===== src/rtl/dc_huffman_encoder_pkg.sv =====
// Shared JPEG Huffman definitions: luminance DC code table, field widths and
// the encoder FSM state encoding.
package jpeg_huff_pkg;

    localparam int CAT_W        = 4;
    localparam int MAX_CODE_LEN = 9;
    localparam int MAX_AMP_LEN  = 11;

    typedef enum logic [1:0] {
        ST_IDLE = 2'd0,
        ST_CALC = 2'd1,
        ST_CODE = 2'd2,
        ST_AMP  = 2'd3
    } huff_state_e;

    // Luminance DC code, right-aligned in MAX_CODE_LEN bits
    function automatic logic [MAX_CODE_LEN-1:0] dc_lum_code(input logic [CAT_W-1:0] cat);
        case (cat)
            4'd0:    return 9'b000000000;
            4'd1:    return 9'b000000010;
            4'd2:    return 9'b000000011;
            4'd3:    return 9'b000000100;
            4'd4:    return 9'b000000101;
            4'd5:    return 9'b000000110;
            4'd6:    return 9'b000001110;
            4'd7:    return 9'b000011110;
            4'd8:    return 9'b000111110;
            4'd9:    return 9'b001111110;
            4'd10:   return 9'b011111110;
            4'd11:   return 9'b111111110;
            default: return 9'b000000000;
        endcase
    endfunction

    function automatic logic [CAT_W-1:0] dc_lum_len(input logic [CAT_W-1:0] cat);
        case (cat)
            4'd0:    return 4'd2;
            4'd1:    return 4'd3;
            4'd2:    return 4'd3;
            4'd3:    return 4'd3;
            4'd4:    return 4'd3;
            4'd5:    return 4'd3;
            4'd6:    return 4'd4;
            4'd7:    return 4'd5;
            4'd8:    return 4'd6;
            4'd9:    return 4'd7;
            4'd10:   return 4'd8;
            4'd11:   return 4'd9;
            default: return 4'd2;
        endcase
    endfunction

endpackage


===== src/rtl/dc_huffman_encoder_if.sv =====
// Coefficient input and serialized bit output of the DC Huffman encoder.
interface dc_huffman_encoder_if #(parameter int DC_W = 11);

    logic signed [DC_W-1:0] dc_in;
    logic                   in_valid;
    logic                   in_ready;
    logic                   restart;
    logic                   bit_out;
    logic                   bit_valid;
    logic                   bit_ready;
    logic                   bit_last;

    modport master (
        output dc_in, in_valid, restart, bit_ready,
        input  in_ready, bit_out, bit_valid, bit_last
    );

    modport slave (
        input  dc_in, in_valid, restart, bit_ready,
        output in_ready, bit_out, bit_valid, bit_last
    );

endinterface


===== src/rtl/dc_category_encoder.sv =====
// Maps a signed difference to its JPEG size category and amplitude bits
// (right-aligned, one's complement for negative values).
module dc_category_encoder
    import jpeg_huff_pkg::*;
#(
    parameter int W = 12
) (
    input  logic [W-1:0]     diff,
    output logic [CAT_W-1:0] cat,
    output logic [W-2:0]     amp
);

    localparam logic [W-1:0] ONE_FULL = {{(W-1){1'b0}}, 1'b1};
    localparam logic [W-2:0] ONE_AMP  = {{(W-2){1'b0}}, 1'b1};

    logic [W-1:0]     mag_s;
    logic [W-2:0]     dm1_s;
    logic [W-2:0]     mask_s;
    logic [CAT_W-1:0] cat_s;

    assign mag_s  = diff[W-1] ? (~diff + ONE_FULL) : diff;
    // Only the low bits of diff-1 are ever emitted, so the borrow out is irrelevant
    assign dm1_s  = diff[W-2:0] - ONE_AMP;
    assign mask_s = ~({(W-1){1'b1}} << cat_s);

    // Category is the position of the highest set magnitude bit
    always_comb begin
        cat_s = {CAT_W{1'b0}};
        for (int i = 0; i < W; i++) begin
            cat_s = mag_s[i] ? CAT_W'(i + 1) : cat_s;
        end
    end

    assign cat = cat_s;
    assign amp = (diff[W-1] ? dm1_s : diff[W-2:0]) & mask_s;

endmodule


===== src/rtl/dc_huffman_encoder.sv =====
// DPCM DC coefficient encoder: difference against the previous DC, luminance
// DC Huffman code plus amplitude, serialized MSB-first over valid/ready.
module dc_huffman_encoder
    import jpeg_huff_pkg::*;
#(
    parameter int DC_W = 11
) (
    input logic                clk,
    input logic                rst,
    dc_huffman_encoder_if.slave bus
);

    huff_state_e              state_r;
    huff_state_e              state_nx_s;

    logic [DC_W-1:0]          dc_r;
    logic [DC_W-1:0]          pred_r;
    logic [DC_W:0]            diff_s;
    logic [CAT_W-1:0]         cat_s;
    logic [DC_W-1:0]          amp_s;
    logic [DC_W-1:0]          amp_al_s;
    logic [MAX_CODE_LEN-1:0]  code_s;
    logic [MAX_CODE_LEN-1:0]  code_al_s;
    logic [CAT_W-1:0]         code_len_s;

    logic [CAT_W-1:0]         cat_r;
    logic [MAX_CODE_LEN-1:0]  code_sh_r;
    logic [CAT_W-1:0]         code_cnt_r;
    logic [DC_W-1:0]          amp_sh_r;
    logic [CAT_W-1:0]         amp_cnt_r;
    logic                     bit_out_r;
    logic                     bit_valid_r;
    logic                     bit_last_r;
    logic                     in_ready_r;
    logic                     bit_acc_s;

    assign diff_s = {dc_r[DC_W-1], dc_r} - {pred_r[DC_W-1], pred_r};

    dc_category_encoder #(.W(DC_W + 1)) u_cat (
        .diff (diff_s),
        .cat  (cat_s),
        .amp  (amp_s)
    );

    // Left-align code and amplitude so both shift out of the MSB
    assign code_s     = dc_lum_code(cat_s);
    assign code_len_s = dc_lum_len(cat_s);
    assign code_al_s  = code_s << (CAT_W'(MAX_CODE_LEN) - code_len_s);
    assign amp_al_s   = amp_s << (CAT_W'(DC_W) - cat_s);

    assign bit_acc_s  = bit_valid_r && bus.bit_ready;

    // FSM state register
    always_ff @(posedge clk) begin
        if (rst) begin
            state_r <= ST_IDLE;
        end else begin
            state_r <= state_nx_s;
        end
    end

    // FSM next-state decode; counters hold the bits remaining after the one shown
    always_comb begin
        state_nx_s = state_r;
        case (state_r)
            ST_IDLE: begin
                if (bus.in_valid) state_nx_s = ST_CALC;
                else              state_nx_s = ST_IDLE;
            end
            ST_CALC: state_nx_s = ST_CODE;
            ST_CODE: begin
                if (bit_acc_s && (code_cnt_r == 4'd0)) begin
                    if (cat_r == 4'd0) state_nx_s = ST_IDLE;
                    else               state_nx_s = ST_AMP;
                end else begin
                    state_nx_s = ST_CODE;
                end
            end
            ST_AMP: begin
                if (bit_acc_s && (amp_cnt_r == 4'd0)) state_nx_s = ST_IDLE;
                else                                   state_nx_s = ST_AMP;
            end
            default: state_nx_s = ST_IDLE;
        endcase
    end

    // DC predictor; a restart overrides the CALC-cycle update
    always_ff @(posedge clk) begin
        if (rst) begin
            pred_r <= '0;
        end else if (bus.restart) begin
            pred_r <= '0;
        end else if (state_r == ST_CALC) begin
            pred_r <= dc_r;
        end
    end

    // Datapath: coefficient capture, shift registers and registered bit outputs
    always_ff @(posedge clk) begin
        if (rst) begin
            dc_r        <= '0;
            cat_r       <= 4'd0;
            code_sh_r   <= '0;
            code_cnt_r  <= 4'd0;
            amp_sh_r    <= '0;
            amp_cnt_r   <= 4'd0;
            bit_out_r   <= 1'b0;
            bit_valid_r <= 1'b0;
            bit_last_r  <= 1'b0;
            in_ready_r  <= 1'b1;
        end else begin
            in_ready_r <= (state_nx_s == ST_IDLE);
            case (state_r)
                ST_IDLE: begin
                    if (bus.in_valid) dc_r <= bus.dc_in;
                end
                ST_CALC: begin
                    cat_r       <= cat_s;
                    bit_out_r   <= code_al_s[MAX_CODE_LEN-1];
                    bit_valid_r <= 1'b1;
                    bit_last_r  <= 1'b0;
                    code_sh_r   <= code_al_s << 1;
                    code_cnt_r  <= code_len_s - 4'd1;
                    amp_sh_r    <= amp_al_s;
                    amp_cnt_r   <= 4'd0;
                end
                ST_CODE: begin
                    if (bit_acc_s) begin
                        if (code_cnt_r != 4'd0) begin
                            bit_out_r  <= code_sh_r[MAX_CODE_LEN-1];
                            code_sh_r  <= code_sh_r << 1;
                            code_cnt_r <= code_cnt_r - 4'd1;
                            bit_last_r <= (code_cnt_r == 4'd1) && (cat_r == 4'd0);
                        end else if (cat_r == 4'd0) begin
                            bit_out_r   <= 1'b0;
                            bit_valid_r <= 1'b0;
                            bit_last_r  <= 1'b0;
                        end else begin
                            bit_out_r  <= amp_sh_r[DC_W-1];
                            amp_sh_r   <= amp_sh_r << 1;
                            amp_cnt_r  <= cat_r - 4'd1;
                            bit_last_r <= (cat_r == 4'd1);
                        end
                    end
                end
                ST_AMP: begin
                    if (bit_acc_s) begin
                        if (amp_cnt_r != 4'd0) begin
                            bit_out_r  <= amp_sh_r[DC_W-1];
                            amp_sh_r   <= amp_sh_r << 1;
                            amp_cnt_r  <= amp_cnt_r - 4'd1;
                            bit_last_r <= (amp_cnt_r == 4'd1);
                        end else begin
                            bit_out_r   <= 1'b0;
                            bit_valid_r <= 1'b0;
                            bit_last_r  <= 1'b0;
                        end
                    end
                end
                default: begin
                    bit_valid_r <= 1'b0;
                    bit_last_r  <= 1'b0;
                end
            endcase
        end
    end

    assign bus.in_ready  = in_ready_r;
    assign bus.bit_out   = bit_out_r;
    assign bus.bit_valid = bit_valid_r;
    assign bus.bit_last  = bit_last_r;

endmodule


===== src/flat_wrapper.sv =====
// flat-port wrapper written by rule: the top's interface ports become plain ports
module dc_huffman_encoder_flat import jpeg_huff_pkg::*;
#(
    parameter int DC_W = 11
)
  (clk, rst, bus_dc_in, bus_in_valid, bus_restart, bus_bit_ready, bus_in_ready, bus_bit_out, bus_bit_valid, bus_bit_last);
  dc_huffman_encoder_if #(.DC_W(DC_W)) bus_i ();
  input logic clk;
  input logic rst;
  input wire logic [$bits(bus_i.dc_in)-1:0] bus_dc_in;
  input wire logic [$bits(bus_i.in_valid)-1:0] bus_in_valid;
  input wire logic [$bits(bus_i.restart)-1:0] bus_restart;
  input wire logic [$bits(bus_i.bit_ready)-1:0] bus_bit_ready;
  output wire logic [$bits(bus_i.in_ready)-1:0] bus_in_ready;
  output wire logic [$bits(bus_i.bit_out)-1:0] bus_bit_out;
  output wire logic [$bits(bus_i.bit_valid)-1:0] bus_bit_valid;
  output wire logic [$bits(bus_i.bit_last)-1:0] bus_bit_last;
  assign bus_i.dc_in = bus_dc_in;
  assign bus_i.in_valid = bus_in_valid;
  assign bus_i.restart = bus_restart;
  assign bus_i.bit_ready = bus_bit_ready;
  assign bus_in_ready = bus_i.in_ready;
  assign bus_bit_out = bus_i.bit_out;
  assign bus_bit_valid = bus_i.bit_valid;
  assign bus_bit_last = bus_i.bit_last;
  dc_huffman_encoder #(.DC_W(DC_W)) u_core (.clk(clk), .rst(rst), .bus(bus_i));
endmodule

===== config.mk =====
export PLATFORM = sky130hd
export DESIGN_NAME = dc_huffman_encoder_flat
export DESIGN_NICKNAME = d
export VERILOG_FILES = /design/src/rtl/dc_huffman_encoder_pkg.sv /design/src/rtl/dc_huffman_encoder_if.sv /design/src/rtl/dc_category_encoder.sv /design/src/rtl/dc_huffman_encoder.sv /design/src/flat_wrapper.sv
export SDC_FILE = /design/constraint.sdc
export NUM_CORES = 1
export LEC_CHECK = 0
export CAP_MARGIN = 10
export CORE_UTILIZATION = 63
export CTS_CLUSTER_SIZE = 28
export DETAILED_ROUTE_END_ITERATION = 8
export MAX_ROUTING_LAYER = met4
export PLACE_DENSITY = 0.82
export SYNTH_ARGS = -nofsm -noshare
export SYNTH_HDL_FRONTEND = slang
export SYNTH_SLANG_ARGS = --single-unit

===== constraint.sdc =====
create_clock -name clk -period 6.43 [get_ports clk]
set_clock_uncertainty 0.05 [all_clocks]
set_input_delay 1.286 -clock clk [delete_from_list [all_inputs] [get_ports clk]]
set_output_delay 1.286 -clock clk [all_outputs]
set_load 0.005 [all_outputs]

==> qor.csv <==
stage;metric;value;unit
routing;drt-initial-drc-count;466;
critical_path;crit_fanout;15;
synthesis;synth.yosys.seq_area_share;21.8;%
grt;grt-ovfl-total;0;
place;dp_hpwl;11200;microns
critical_path;critPathMostFrequentCell;ha_1;
synthesis;postSynthCellCount;735;
synthesis;synth_area_leaders;dfxtp_1, nand2_1, a21oi_1, ha_1, nor2_1;
layout;finalNetCount;775;
critical_path;slowest_stage;a211oi_1;
floorplan;die_w;94.7;microns
floorplan;dieArea;8970;sq um
synthesis;synth_largest_area_cell;dfxtp_1;
synthesis;ys.flop_type;dfxtp_1;
critical_path;arrival;5.85;ns
layout;final_cell_area;5810;sq um
cts;insertion_delay;0.33;ns
outcome;status;completed;
cts;clk_pin_slew;0.07;ns
sta;fin_crit;5.68;ns
cts;cts.sinks;59;
routing;num_vias;5627;
grt;grtUsageMet1;52.0;%
grt;use_met2;53.7;%
hold_path;hold_path.class;flip-flop to flip-flop;
synthesis;synth_top_area_share;21.8;%
routing;ant_nets;0;
place;routabilityCongestion;0.980;
routing;drcViolationCount;0;
flow_run;drv_cap;0;
critical_path;path_class;flip-flop to flip-flop;
grt;met3_usage;5.56;%
grt;top_usage_layer;met2;
sta;maxSlewViolCount;0;
layout;fin_util;70.3;%
cts;hold_buffers;0;
cts;cts.htree.levels;3;
sta;fin_setup_tns;0;ns
synthesis;synth_area_per_cell;7.37;sq um
sta;hold_ws;0.403;ns
routing;drt-pass1-iter-count;5;
critical_path;cp.required;6.61;ns
critical_path;worstSetupStartpointType;flip-flop;
floorplan;chipHeight;94.7;microns
pwr;p_leak;0.00211;uW
synthesis;syn_area;5420;sq um
floorplan;coreArea;8260;sq um
cts;clk_path_buf_depth;2;
synthesis;syn_nets;781;
place;port-buffer-count;19;
sta;max_freq;0.176;GHz
sta;rsz0062_at_grt;false;
sta;slew_headroom;20.4;%
critical_path;cpPeakStageDelay;0.45;ns
layout;syn_to_final_growth;7.16;%
sta;timing.final.crit_share;88.3;%
grt;grt_start_max_net_pins;51;
layout;fillerInstances;710;
cts;cts_resized;0;
cts;cts_buffers;9;
sta;finalSetupViolCount;0;
grt;first_global_vias;4946;
synthesis;synthArstFlopShare;0;%
routing;wire_per_inst;18.2;microns
layout;final_layout_size_suffix_gt1_share;10.1;%
grt;grt_pass1_wl;25000;microns
grt;grt_util_all_layers;36.5;%
floorplan;start_util;65.6;%
grt;antenna_found_initial;0;
pwr;powerDensity;401;nW/um^2
place;placed_area;5580;sq um
sta;worstMarginPinSlew;1.19;ns
synthesis;ys_types;98;
synthesis;synth_seq_cells;59;
routing;wirelength;15300;microns
synthesis;yosysWarnings;0;
layout;diodes;0;
sta;timing_hold_violations_final;0;
pwr;ir_drop;0.000175;V
cts;cts_setup_buffers;0;
critical_path;end_kind;flip-flop;
critical_path;critical_path.cell_chain;inv_1 -> ha_1 -> inv_1 -> fa_1 -> a211oi_2 -> o21ai_1 -> a211oi_1 -> o21ai_2 -> nor3_4 -> nand3_1 -> o221a_2 -> nor2_4 -> inv_2 -> ha_1 -> mux2i_1 -> mux2i_1 -> or2_4 -> ha_1 -> xnor2_1 -> o21ai_0 -> a221oi_1;
routing;viasPerCell;6.71;
floorplan;num_io_pins;20;
cts;cts-root-buf;clkbuf_8;
floorplan;num_rows;33;
cts;cts_tree;built;
synthesis;synth_edf_count;0;
power breakdown:
group | total (uW) | internal [uW] | switching [uW]
Combinational | 1490 | 540 | 953
Sequential | 439 | 404 | 35.1
Clock | 398 | 239 | 159
Total | 2330 | 1180 | 1150
path summary, 6_finish.rpt:
kind | cells after the start | to | slack, ns | from
worst max-delay path | 21 | u_core.code_cnt_r[2] | 0.75 | u_core.dc_r[0]
worst min register to register | 2 | u_core.code_cnt_r[1] | 0.40 | u_core.code_cnt_r[1]
worst min-delay path | 2 | u_core.code_cnt_r[1] | 0.40 | u_core.code_cnt_r[1]
worst max register to register | 21 | u_core.code_cnt_r[2] | 0.75 | u_core.dc_r[0]
sequential cells by signal, indices dropped and copies added (netlist names), 2 cells and up:
register / count
u_core.amp_sh_r: 11
u_core.dc_r: 11
u_core.state_r: 2
u_core.amp_cnt_r: 4
u_core.cat_r: 4
u_core.code_cnt_r: 4
u_core.pred_r: 11
u_core.code_sh_r: 8
routing by layer:
layer  routed length (microns)  up-vias
li1                          -     2688
met1                      7020     2606
met2                      6690      301
met3                      1330       32
met4                       218        0
met5                         0        -
area by class of cell:
class                   instances  area (sq um)  area share, %
multi-input cells             598          3900           67.2
flip-flops and latches         59          1180           20.3
repair buffers                 24           223           3.84
clock buffers                  12           155           2.67
inverters                      37           139           2.39
well taps                     105           131           2.26
clock inverters                 4          72.6           1.25
layout by cell type, fill, tap and decap left out, drive strengths merged, types with 5 or more instances in the layout:
master,n
a211oi,14
a21oi,78
a221oi,9
a311oi,6
a31oi,10
and2,6
and3,5
buf,6
clkbuf,12
clkdlybuf4s50,18
dfxtp,59
ha,29
inv,37
mux2i,16
nand2,109
nand2b,9
nand3,30
nand3b,5
nand4,11
nor2,69
nor3,24
o2111ai,5
o211ai,10
o21a,7
o21ai,28
o31ai,5
or2,6
or3,7
xnor2,17
xor2,6
logic make-up after synthesis:
logic type,count (synthesis),share of synthesized area [%]
buffers and inverters,78,6.14
adder cells (fa/ha/maj),30,7.07
multiplexers,20,3.79
flip-flops,59,21.8
AO/OA/AOI/OAI,230,30.5
AND/OR/NAND/NOR,295,26.6
XOR/XNOR,23,4.13
synthesized netlist by cell type (8+ instances only):
library cell and n:
nand2b_1 9, nand2_1 108, xnor2_1 14, inv_1 34, o21ai_1 8, o211ai_1 10, dfxtp_1 59, nand4_1 10
a221oi_1 8, nor2_1 66, a21oi_1 73, o21ai_0 18, buf_2 8, a211oi_1 12, mux2i_1 16, nand3_1 29
clkbuf_1 23, a31oi_1 10, nor3_1 20, ha_1 29
per-stage QoR:
step / setup WS (ns) / power [uW] / std cells
3_3_place_gp: 1.09 / 1860 / 823
6_report: 0.754 / 2330 / 839
2_1_floorplan: 1.62 / 1590 / 735
4_1_cts: 0.893 / 2290 / 839
3_5_place_dp: 0.911 / 1880 / 823
5_1_grt: 0.372 / 2480 / 839
worst max-delay path, delay by kind of cell (launching register included):
kind	cells	cell delay (ns)
AOI/OAI and AO/OA	7	2.07
xor gates and xnor gates	1	0.14
adders and majority gates	4	1.11
buffers and inverters	3	0.31
DFF	1	0.33
muxes	2	0.48
and+or+nand+nor	4	1.09
(Power assumes the default switching activity.)
